===== src/rtl/alu_cmd_sequencer.sv =====
// Command sequencer for a combinational ALU: latches operands, waits SETTLE_CYCLES, returns the result.
// Define ALU_CHECK_EN to add an internal golden model and the sticky o_mismatch output.
module alu_cmd_sequencer #(
    parameter int WIDTH         = 4,
    parameter int SETTLE_CYCLES = 1
) (
    input  logic                 i_clk,
    input  logic                 i_rst,
    input  logic                 i_cmd_valid,
    output logic                 o_cmd_ready,
    input  logic [2:0]           i_cmd_op,
    input  logic [WIDTH-1:0]     i_cmd_a,
    input  logic [WIDTH-1:0]     i_cmd_b,
    input  logic                 i_cmd_acc,
    output logic [WIDTH-1:0]     o_alu_a,
    output logic [WIDTH-1:0]     o_alu_b,
    output logic [2:0]           o_alu_s,
    input  logic [2*WIDTH-1:0]   i_alu_result,
    output logic                 o_rsp_valid,
    input  logic                 i_rsp_ready,
    output logic [2*WIDTH-1:0]   o_rsp_data,
    output logic                 o_busy
`ifdef ALU_CHECK_EN
    ,
    output logic                 o_mismatch
`endif
);

    localparam logic [3:0] CNT_LOAD = 4'(SETTLE_CYCLES - 1);

    typedef enum logic [1:0] {
        IDLE  = 2'd0,
        ISSUE = 2'd1,
        RESP  = 2'd2
    } state_t;

    state_t               state_q;
    logic [3:0]           cnt_q;
    logic [WIDTH-1:0]     acc_q;
    logic [WIDTH-1:0]     alu_a_q;
    logic [WIDTH-1:0]     alu_a_d;
    logic [WIDTH-1:0]     alu_b_q;
    logic [2:0]           alu_s_q;
    logic [2*WIDTH-1:0]   rsp_data_q;
    logic                 rsp_valid_q;
    logic                 busy_q;
    logic                 ready_q;

    // Only the low WIDTH bits of the previous result are kept; they are all operand A can use.
    assign alu_a_d = i_cmd_acc ? acc_q : i_cmd_a;

`ifdef ALU_CHECK_EN
    logic mismatch_q;

    function automatic logic [2*WIDTH-1:0] alu_golden(
        input logic [2:0]       s,
        input logic [WIDTH-1:0] a,
        input logic [WIDTH-1:0] b
    );
        logic [2*WIDTH-1:0] ax;
        logic [2*WIDTH-1:0] bx;
        ax = {{WIDTH{1'b0}}, a};
        bx = {{WIDTH{1'b0}}, b};
        case (s)
            3'b000:  alu_golden = ax;
            3'b001:  alu_golden = ax + bx;
            3'b010:  alu_golden = ax - bx;
            3'b011:  alu_golden = ax << 1;
            3'b100:  alu_golden = ax >> 1;
            3'b101:  alu_golden = (2*WIDTH)'(a > b);
            default: alu_golden = '0;
        endcase
    endfunction

    assign o_mismatch = mismatch_q;
`endif

    always_ff @(posedge i_clk or posedge i_rst) begin
        if (i_rst) begin
            state_q     <= IDLE;
            cnt_q       <= '0;
            acc_q       <= '0;
            alu_a_q     <= '0;
            alu_b_q     <= '0;
            alu_s_q     <= '0;
            rsp_data_q  <= '0;
            rsp_valid_q <= 1'b0;
            busy_q      <= 1'b0;
            ready_q     <= 1'b1;
`ifdef ALU_CHECK_EN
            mismatch_q  <= 1'b0;
`endif
        end else begin
            case (state_q)
                IDLE: begin
                    if (i_cmd_valid) begin
                        alu_a_q <= alu_a_d;
                        alu_b_q <= i_cmd_b;
                        alu_s_q <= i_cmd_op;
                        cnt_q   <= CNT_LOAD;
                        state_q <= ISSUE;
                        ready_q <= 1'b0;
                        busy_q  <= 1'b1;
                    end
                end
                ISSUE: begin
                    if (cnt_q == '0) begin
                        rsp_data_q  <= i_alu_result;
                        acc_q       <= i_alu_result[WIDTH-1:0];
                        rsp_valid_q <= 1'b1;
                        state_q     <= RESP;
`ifdef ALU_CHECK_EN
                        if (i_alu_result != alu_golden(alu_s_q, alu_a_q, alu_b_q)) begin
                            mismatch_q <= 1'b1;
                        end
`endif
                    end else begin
                        cnt_q <= cnt_q - 4'd1;
                    end
                end
                RESP: begin
                    if (i_rsp_ready) begin
                        rsp_valid_q <= 1'b0;
                        busy_q      <= 1'b0;
                        ready_q     <= 1'b1;
                        state_q     <= IDLE;
                    end
                end
                default: begin
                    rsp_valid_q <= 1'b0;
                    busy_q      <= 1'b0;
                    ready_q     <= 1'b1;
                    state_q     <= IDLE;
                end
            endcase
        end
    end

    assign o_cmd_ready = ready_q;
    assign o_alu_a     = alu_a_q;
    assign o_alu_b     = alu_b_q;
    assign o_alu_s     = alu_s_q;
    assign o_rsp_valid = rsp_valid_q;
    assign o_rsp_data  = rsp_data_q;
    assign o_busy      = busy_q;

endmodule


===== config.mk =====
export PLATFORM = sky130hd
export DESIGN_NAME = alu_cmd_sequencer
export DESIGN_NICKNAME = d
export VERILOG_FILES = /design/src/rtl/alu_cmd_sequencer.sv
export SDC_FILE = /design/constraint.sdc
export NUM_CORES = 1
export LEC_CHECK = 0
export CORE_MARGIN = 4
export CORE_UTILIZATION = 30
export CTS_CLUSTER_DIAMETER = 200
export DETAILED_ROUTE_END_ITERATION = 8
export PLACE_DENSITY = 0.61
export SYNTH_ARGS = -nofsm -noshare
export SYNTH_HDL_FRONTEND = slang
export SYNTH_SLANG_ARGS = --single-unit

===== constraint.sdc =====
create_clock -name i_clk -period 2.09 [get_ports i_clk]
set_input_delay 0.5225 -clock i_clk [delete_from_list [all_inputs] [get_ports i_clk]]
set_output_delay 0.5225 -clock i_clk [all_outputs]
set_load 0.05 [all_outputs]

### After elaboration in Yosys (flattened, before gate mapping)

Cells that the tools add are included.

| word-level totals | value |
|---|---|
| flip-flop bits (word level) | 32 |
| input bits | 24 |
| output and inout bits | 22 |
| word-level logic and storage cells | 44 |

| cells by class | value |
|---|---|
| $add $sub $neg | 1 |
| equality and inequality tests | 6 |
| mux-type cells | 16 |
| bitwise gates (word level) | 2 |
| reduce and logical (&&, ||, !) cells | 9 |

Operators with widths:

| cell | count |
|---|---|
| 4-bit two-way mux | 3 |
| 3-bit AND reduction | 4 |
| 1-bit case mux with 3 select lines | 3 |
| 2-bit != test (second input constant) | 4 |
| 4-bit case mux with 2 select lines | 1 |
| 2-bit two-way mux | 3 |
| 2-bit case mux with 3 select lines | 1 |
| 1-bit two-way mux | 5 |
| 4-bit logical NOT | 1 |
| 2-bit AND reduction | 2 |
| 4-bit by 1-bit subtractor with 4-bit output (second input constant) | 1 |
| 2-bit by 1-bit equality test with 1-bit output (second input constant) | 1 |
| 2-bit equality test (second input constant) | 1 |
| 2-bit logical NOT | 1 |
| 1-bit NOT | 2 |
| 2-bit nonzero test | 1 |

### Depth between registers and ports, before layout

Gate-level depths: netlist of the first run.

| depth | value |
|---|---|
| depth after elaboration | 3 |
| depth in mapped cells | 6 |

### Worst setup path after synthesis of the first run

No wires, ideal clock.

| path | value |
|---|---|
| kind | reg2reg |
| from | register cnt_q[0] |
| to | register acc_q[0] |
| setup time | 0.125 ns |
| data arrival time | 1.551 ns |
| data required time | 1.965 ns |
| setup slack | 0.414 ns |
| cell stages (with the launch flop) | 7 |
| path buffers | 1 |
| clock period less this slack | 1.676 ns |
| cells stage by stage | dfrtp_1 inv_1 ha_1 nor3b_4 and3b_1 buf_6 mux2_2 |

| between the ends | value |
|---|---|
| word-level cells in the longest chain between the ends | 2 |

Ends and longest elaborated chain:

| what | line | source |
|---|---|---|
| from (decl) | 38 | `logic [3:0] cnt_q;` |
| from (signal assigned) | 118 | `cnt_q <= cnt_q - 4'd1;` |
| 4-bit logical NOT | 107 | `if (cnt_q == '0) begin` |
| 2-bit AND reduction (no source line) | n/a |  |
| to (signal assigned) | 109 | `acc_q <= i_alu_result[WIDTH-1:0];` |
| to (decl) | 39 | `logic [WIDTH-1:0] acc_q;` |

No other way between the ends.
A chain may end at the register's enable or synchronous reset.

==> impl_metrics.yaml, run 1 <==
global_route:
  grt_pass1_vias: 928
  overflow: 0
  antenna_found_initial: 0
  grt.total_usage: 0.105
  grt_pass1_wl_um: 4380
  grt_max_degree: 29
sta:
  fin_tns_setup_ns: 0
  worstMarginPinSlew_ns: 0.509
  clock_skew_ns: 0.0123
  hold_viol: 0
  fmax_mhz: 496
  max_slew_margin: 0.660
  setup_viol: 0
  finalCritPeriodShare: 0.964
  period_minus_slack_ns: 2.01
  rsz0062_at_grt: "false"
  slew_violations: 0
worst_setup_path:
  slowest_delay_ns: 0.82
  path_class: "reg2out"
  crit_path_end_kind: "output port"
  cp_top_family: "buffers and inverters"
  worstPathRequired_ns: 1.57
  crit_buf_inv: 1
  path_cells: "clkdlybuf4s50_1"
  worstPathMaxFanout: 3
  crit_slowest_cell: "clkdlybuf4s50_1"
  cp-start-kind: "register"
  worstPathArrival_ns: 1.49
die:
  core_area_mm2: 0.00400
  initial_utilization: 0.308
  die_w_um: 72.1
  die_area_mm2: 0.00520
  io_pins: 46
  row_count: 23
  fp.dieH_um: 72.1
synth:
  synth_area_mm2: 0.00123
  synth_seq_area_share: 0.569
  syn_inst: 98
  synthDistinctLibCells: 25
  syn_area_per_cell_um2: 12.6
  ys_ff_latch: 28
  synth_fp_nets: 124
  yosysWarnings: 0
drt:
  vias_per_cell: 4.53
  wl_um: 2560
  vias: 892
  drc: 0
  wire_per_inst_um: 13.0
  ant_nets: 0
  dr.pass1.iters: 3
  first_iter_violations: 28
layout:
  final_cell_count_no_fill: 197
  fillCellCount: 380
  final_util: 0.454
  areaGrowthSynthToFinish_pct: 47.3
  finalNetCount: 174
  antenna_cells: 0
  drive_gt1_frac: 0.204
  stdcell_area_mm2: 0.00182
place:
  routabilityCongestion: 0.680
  hpwl_um: 1980
  io_buffers: 45
  dp.cells: 193
  postPlaceCellArea_mm2: 0.00175
worst_hold_path:
  hold_path_class: "reg2reg"
power:
  irDropWorstVdd_v: 0.000905
  leakage_nw: 0.769
  p_per_area_mw_per_mm2: 1880
clock_network:
  postCtsHoldBufs: 0
  cts_made_buffers: 3
  clock_latency_ns: 0.28
  clk_pin_slew_ns: 0.10
  cts_tree: "done"
  clock-sinks: 28
  cts_resized: 0
  cts_max_level: 1
  cts_setup_buffers: 0
  clockRootBuffer: "clkbuf_8"
  clock_path_buffers: 2
run_status:
  run_status: "complete, no violations"
flow_run:
  max_cap_violations: 0
## Yosys cell counts
cell      number  area, um^2
a21o_1         1        7.51
a21o_2         1        8.76
a21oi_1        8        40.0
and3b_1        1        8.76
buf_1          1        3.75
buf_2          2        10.0
buf_6          2        22.5
dfrtp_1       27         676
dfstp_2        1        26.3
ha_1           2        25.0
inv_1          4        15.0
mux2_2        16         180
mux2i_1        4        40.0
nand2_1        5        18.8
nand2b_1       2        12.5
nand3_1        3        15.0
nand4_1        1        6.26
nor2_1         8        30.0
nor2b_1        1        6.26
nor3_1         1        5.00
nor3b_4        2        37.5
o21ai_0        1        5.00
o21bai_1       1        7.51
o221ai_1       1        8.76
o311ai_0       2        17.5
## where the power goes
part	switching (W)	internal (W)	total, W
clock	0.000164	0.000256	0.000420
sequential	0.000193	0.000823	0.00102
combinational	0.00119	0.000790	0.00198
total	0.00155	0.00187	0.00342
## cell usage in the layout, fill, tap and decap left out, types with 3 or more instances in the layout
| cell | Yosys | layout |
|---|---|---|
| clkdlybuf4s50_1 | 0 | 44 |
| dfrtp_1 | 27 | 27 |
| mux2_2 | 16 | 16 |
| nor2_1 | 8 | 8 |
| a21oi_1 | 8 | 8 |
| buf_4 | 0 | 6 |
| nand2_1 | 5 | 5 |
| inv_1 | 4 | 4 |
| mux2i_1 | 4 | 4 |
| nand3_1 | 3 | 3 |
| clkbuf_8 | 0 | 3 |
## sequential cells by signal (all words and copies together), names as in the netlist
name,cells
o_rsp_data,5
cnt_q,4
o_alu_a,4
o_alu_b,4
acc_q,3
o_alu_s,3
state_q,2
o_busy,1
o_cmd_ready,1
o_rsp_valid,1
## layer usage
metal / vias to the layer above / global-route usage / part of all wire
met5: - / 0 / 0
met4: 0 / 0.0188 / 0.0043
met3: 2 / 0.0291 / 0.054
met2: 21 / 0.177 / 0.51
met1: 430 / 0.135 / 0.43
li1: 439 / - / -
## final timing paths
| kind | startpoint | to | slack (ns) | depth (start not counted) |
|---|---|---|---|---|
| min reg2reg | o_rsp_data[7]$_DFFE_PP0P_ | o_rsp_data[7]$_DFFE_PP0P_ | 0.51 | 1 |
| max | acc_q[1]$_DFFE_PP0P_ | o_rsp_data[1] | 0.08 | 1 |
| max reg2reg | cnt_q[0]$_DFFE_PP0P_ | acc_q[2]$_DFFE_PP0P_ | 0.26 | 5 |
| min | o_rsp_data[7]$_DFFE_PP0P_ | o_rsp_data[7]$_DFFE_PP0P_ | 0.51 | 1 |
| max in group asynchronous | i_rst | o_cmd_ready$_DFFE_PP1P_ | 1.17 | 3 |
| min in group asynchronous | i_rst | acc_q[0]$_DFFE_PP0P_ | 0.60 | 3 |
## per-stage QoR
step / hold slack (ns) / setup WS (ns) / total power [W]
after floorplan: 0.500 / 0.414 / 0.00240
after global placement: 0.489 / 0.223 / 0.00299
after detailed placement: 0.495 / 0.205 / 0.00303
after CTS: 0.516 / 0.0576 / 0.00346
after global routing: 0.537 / 0.0249 / 0.00363
final: 0.510 / 0.0755 / 0.00342
## cell type report
cell class / count / area (um^2) / area share
multi-input combinational: 61 / 480 / 0.264
tap: 50 / 62.6 / 0.0344
inverter: 4 / 15.0 / 0.00826
timing repair buffer: 50 / 485 / 0.267
sequential: 28 / 702 / 0.386
clock inverter: 1 / 30.0 / 0.0165
clock buffer: 3 / 41.3 / 0.0227
## cell families after synthesis
group                    Yosys count  share of synthesized area
buffers and inverters              9                     0.0416
flip-flops                        28                      0.569
AND/OR/NAND/NOR                   24                      0.114
adder cells (fa/ha/maj)            2                     0.0203
multiplexers                      20                      0.178
AO/OA/AOI/OAI                     15                     0.0771
Note: power is estimated with default switching activity, not from simulation.
==> inputs of run 2 (changes only) <==
- CORE_UTILIZATION: 30 -> 43
- PLACE_DENSITY: 0.61 -> 0.81
- clock period: 2.09 -> 2.1 ns (I/O delays scaled with it)
==> run 2 against run 1 <==
  * Hold slack improved by 0.011 ns
  * First-iteration DRC count increased by 7.1%
  * Largest cell class unchanged
  * Largest power group unchanged
  * Sequential share of layout area increased by 0.62 points
  * Global-route usage increased by 3.6 points
  * Highest routed layer unchanged
  * Critical path type unchanged
==> impl_metrics.yaml, run 2 (synthesized netlist as in run 1, its figures left out) <==
run_status:
  run_status: "complete, no violations"
worst_setup_path:
  cp_top_family: "buffers and inverters"
  r2r_slack_ns: 0.23
  crit_buf_inv: 1
  r2r_cells: 5
  path_class: "reg2out"
  worstPathArrival_ns: 1.50
  reg2reg_to: "acc_q[1]$_DFFE_PP0P_"
  slowest_delay_ns: 0.81
  timing.rr.start: "cnt_q[0]$_DFFE_PP0P_"
  cp-start-kind: "register"
  path_depth: 1
  crit_path_end_kind: "output port"
  worstPathRequired_ns: 1.57
  path_cells: "clkdlybuf4s50_1"
  worstPathMaxFanout: 2
  crit_slowest_cell: "clkdlybuf4s50_1"
power:
  finalPower_w: 0.00322
  irDropWorstVdd_v: 0.00122
  leakage_nw: 0.856
  p_per_area_mw_per_mm2: 1800
layout:
  stdcell_area_mm2: 0.00179
  drive_gt1_frac: 0.193
  finalNetCount: 172
  areaGrowthSynthToFinish_pct: 44.9
  final_common_cell: "clkdlybuf4s50_1"
  most-common-layout-cells: "clkdlybuf4s50_1 (31), dfrtp_1 (27), mux2_2 (16)"
  antenna_cells: 0
  largest_register_ffs: 5
  final_util: 0.648
drt:
  vias_per_cell: 5.13
  vias: 903
  wl_um: 2520
  ant_nets: 0
  wire_per_inst_um: 14.3
  drc: 0
  first_iter_violations: 30
  dr.pass1.iters: 4
clock_network:
  clock-sinks: 28
  cts_made_buffers: 3
  clockRootBuffer: "clkbuf_4"
  cts_tree: "done"
  clk_pin_slew_ns: 0.13
  clock_path_buffers: 2
  cts_setup_buffers: 0
  cts_max_level: 1
  clock_latency_ns: 0.32
  cts_resized: 0
  postCtsHoldBufs: 0
die:
  die_w_um: 61.6
  initial_utilization: 0.447
  die_area_mm2: 0.00379
  fp.dieH_um: 61.6
  row_count: 19
  io_pins: 46
  core_area_mm2: 0.00276
place:
  io_buffers: 45
  pre_cts_ws_ns: 0.218
  hpwl_um: 1930
  routabilityCongestion: 0.773
  postPlaceCellArea_mm2: 0.00172
sta:
  layout_setup_ws_ns: 0.0748
  max_slew_margin: 0.643
  finalCritPeriodShare: 0.964
  setup_viol: 0
  rsz0062_at_grt: "false"
  worstMarginPinSlew_ns: 0.535
  fin_tns_setup_ns: 0
  clock_skew_ns: 0.00309
  fmax_mhz: 494
  period_minus_slack_ns: 2.03
  slew_violations: 0
  hold_viol: 0
global_route:
  antenna_found_initial: 0
  overflow: 0
  grt_pass1_vias: 899
  grt_max_degree: 29
  grt.total_usage: 0.141
  grt_pass1_wl_um: 3910
worst_hold_path:
  worst_hold_path.num_cells: 1
  hold_path_class: "reg2reg"
  min_to: "o_alu_b[0]$_DFFE_PP0P_"
  hp-start: "o_alu_b[0]$_DFFE_PP0P_"
flow_run:
  max_cap_violations: 0
-- run 2: cell type report --
class | count | area, um^2
clock buffer | 4 | 36.3
fill | 223 | 970
inverter | 4 | 15.0
multi-input combinational | 61 | 480
sequential | 28 | 702
tap | 31 | 38.8
timing repair buffer | 48 | 515
-- run 2: power breakdown --
group          total, W  switching (W)  internal, W  leakage, nW
logic           0.00193        0.00116     0.000771        0.507
clock network  0.000252       0.000146     0.000106       0.0210
registers       0.00104       0.000222     0.000817        0.328
-- run 2: metrics by stage --
stage,std cells,hold slack (ns)
after CTS,176,0.527
final,176,0.521
after global routing,176,0.535
after detailed placement,172,0.495
after floorplan,98,0.500
after global placement,172,0.487
-- run 2: how the worst max path moves through the flow --
| stage | startpoint | to | slack, ns |
|---|---|---|---|
| after floorplan | cnt_q[0]$_DFFE_PP0P_ | acc_q[0]$_DFFE_PP0P_ | 0.42 |
| after global placement | i_cmd_valid | o_alu_s[0]$_DFFE_PP0P_ | 0.24 |
| after detailed placement | i_cmd_valid | o_alu_b[1]$_DFFE_PP0P_ | 0.22 |
| after CTS | o_rsp_valid$_DFFE_PP0P_ | o_rsp_valid | 0.006 |
| after global routing | o_alu_b[0]$_DFFE_PP0P_ | o_alu_b[0] | 0.001 |
| final | o_alu_b[1]$_DFFE_PP0P_ | o_alu_b[1] | 0.07 |
-- run 2: layer usage --
metal,vias up,GRT usage,part of all wire
li1,436,-,-
met4,0,0.0636,0.014
met5,-,0,0
met1,432,0.182,0.42
met2,32,0.223,0.48
met3,3,0.0356,0.086
==> inputs of run 3 (changes only) <==
- clock period: 2.1 -> 2.15 ns (I/O delays scaled with it)
==> run 3 against run 2 <==
  * Utilization decreased by 1.6 points
  * Critical path depth did not move
  * Clock power fell by 15%
  * Non-clock buffer count is 1 higher
  * Hold slack got worse by 0.00066 ns
  * Routed wire length rose by 3.7%
  * Setup slack improved by 0.0077 ns
  * Total power decreased by 3.0%
  * Combinational power shrank 2%
  * Sequential share of layout area grew 1.0 points
  * Highest routed layer unchanged
==> impl_metrics.yaml, run 3 (synthesized netlist as in run 1, its figures left out) <==
sta:
  max_slew_margin: 0.651
  setup_viol: 0
  hold-worst-slack_ns: 0.521
  layout_setup_ws_ns: 0.0825
  slew_violations: 0
  fmax_mhz: 484
  fin_tns_setup_ns: 0
  rsz0062_at_grt: "false"
  hold_viol: 0
  worstMarginPinSlew_ns: 0.522
  clock_skew_ns: 0.00614
  finalCritPeriodShare: 0.962
  period_minus_slack_ns: 2.07
clock_network:
  clock-sinks: 28
  cts_max_level: 1
  postCtsHoldBufs: 0
  cts_setup_buffers: 0
  cts_made_buffers: 3
  clock_path_buffers: 2
  clk_pin_slew_ns: 0.14
  clock_latency_ns: 0.32
  cts_resized: 0
  cts_tree: "done"
  clockRootBuffer: "clkbuf_4"
power:
  seq_power_share: 0.327
  clkPwrFrac: 0.068
  p_int_w: 0.00163
  p_switching_w: 0.00150
  leakage_nw: 0.749
  irDropWorstVdd_v: 0.00134
  p_per_area_mw_per_mm2: 1790
  combPwrFrac: 0.605
  p_sw_frac: 0.480
global_route:
  grt_pass1_vias: 1012
  grt_pass1_wl_um: 4150
  grt_max_degree: 29
  antenna_found_initial: 0
  overflow: 0
  grt.total_usage: 0.148
layout:
  most-common-layout-cells: "clkdlybuf4s50_1 (43), dfrtp_1 (27), mux2_2 (16)"
  final_cell_count_no_fill: 177
  finalNetCount: 173
  antenna_cells: 0
  areaGrowthSynthToFinish_pct: 41.3
  largest_register_ffs: 5
  drive_gt1_frac: 0.192
  fillCellCount: 236
  stdcell_area_mm2: 0.00174
  final_common_cell: "clkdlybuf4s50_1"
drt:
  ant_nets: 0
  drc: 0
  first_iter_violations: 20
  wire_per_inst_um: 14.8
  vias: 934
  vias_per_cell: 5.28
  wl_um: 2610
  dr.pass1.iters: 4
worst_setup_path:
  worstPathMaxFanout: 3
  worstPathRequired_ns: 1.61
  cp_top_family: "buffers and inverters"
  slowest_delay_ns: 0.81
  cp-start-kind: "register"
  path_cells: "clkdlybuf4s50_1"
  crit_slowest_cell: "clkdlybuf4s50_1"
  crit_buf_inv: 1
  r2r_slack_ns: 0.29
  worstPathArrival_ns: 1.53
  path_class: "reg2out"
  crit_path_end_kind: "output port"
place:
  pre_cts_ws_ns: 0.228
  dp.cells: 173
  postPlaceCellArea_mm2: 0.00171
  hpwl_um: 2100
  io_buffers: 45
  routabilityCongestion: 0.718
worst_hold_path:
  hold_path_class: "reg2reg"
die:
  row_count: 19
  die_w_um: 61.6
  core_area_mm2: 0.00276
  fp.dieH_um: 61.6
  initial_utilization: 0.447
  io_pins: 46
  die_area_mm2: 0.00379
flow_run:
  max_cap_violations: 0
run_status:
  run_status: "complete, no violations"
run 3: power groups by stage:
stage,clock (W),combinational [W],sequential [W]
6_report,0.000214,0.00189,0.00102
5_1_grt,0.000252,0.00202,0.00106
4_1_cts,0.000223,0.00191,0.00103
3_5_place_dp,0,0.00191,0.00104
3_3_place_gp,0,0.00186,0.00101
2_1_floorplan,0,0.000643,0.00169
run 3: cell type report:
cell class	instances	area, um^2	share of cell area
Inverter	4	15.0	0.00861
Timing Repair Buffer	49	480	0.276
Sequential cell	28	702	0.403
Multi-Input combinational cell	61	480	0.276
Clock buffer	4	26.3	0.0151
Tap cell	31	38.8	0.0223
run 3: final timing paths:
path,start,end,cells past startpoint
max,o_busy$_DFFE_PP0P_,o_busy,1
min,o_rsp_data[7]$_DFFE_PP0P_,o_rsp_data[7]$_DFFE_PP0P_,1
max reg2reg,cnt_q[0]$_DFFE_PP0P_,o_rsp_data[5]$_DFFE_PP0P_,5
min reg2reg,o_rsp_data[7]$_DFFE_PP0P_,o_rsp_data[7]$_DFFE_PP0P_,1
max in group asynchronous,i_rst,o_cmd_ready$_DFFE_PP1P_,3
min in group asynchronous,i_rst,o_rsp_data[5]$_DFFE_PP0P_,3
run 3: routing by layer:
metal / track usage / part of all wire / vias to the layer above
met5: 0 / 0 / -
met3: 0.0461 / 0.096 / 2
met1: 0.160 / 0.38 / 465
li1: - / - / 433
met2: 0.272 / 0.52 / 34
met4: 0.0455 / 0.0065 / 0
run 3: stage by stage:
step,util,total power [W]
after detailed placement,0.622,0.00295
after global routing,0.632,0.00333
after global placement,0.622,0.00288
after floorplan,-,0.00233
final,0.632,0.00313
after CTS,0.631,0.00316
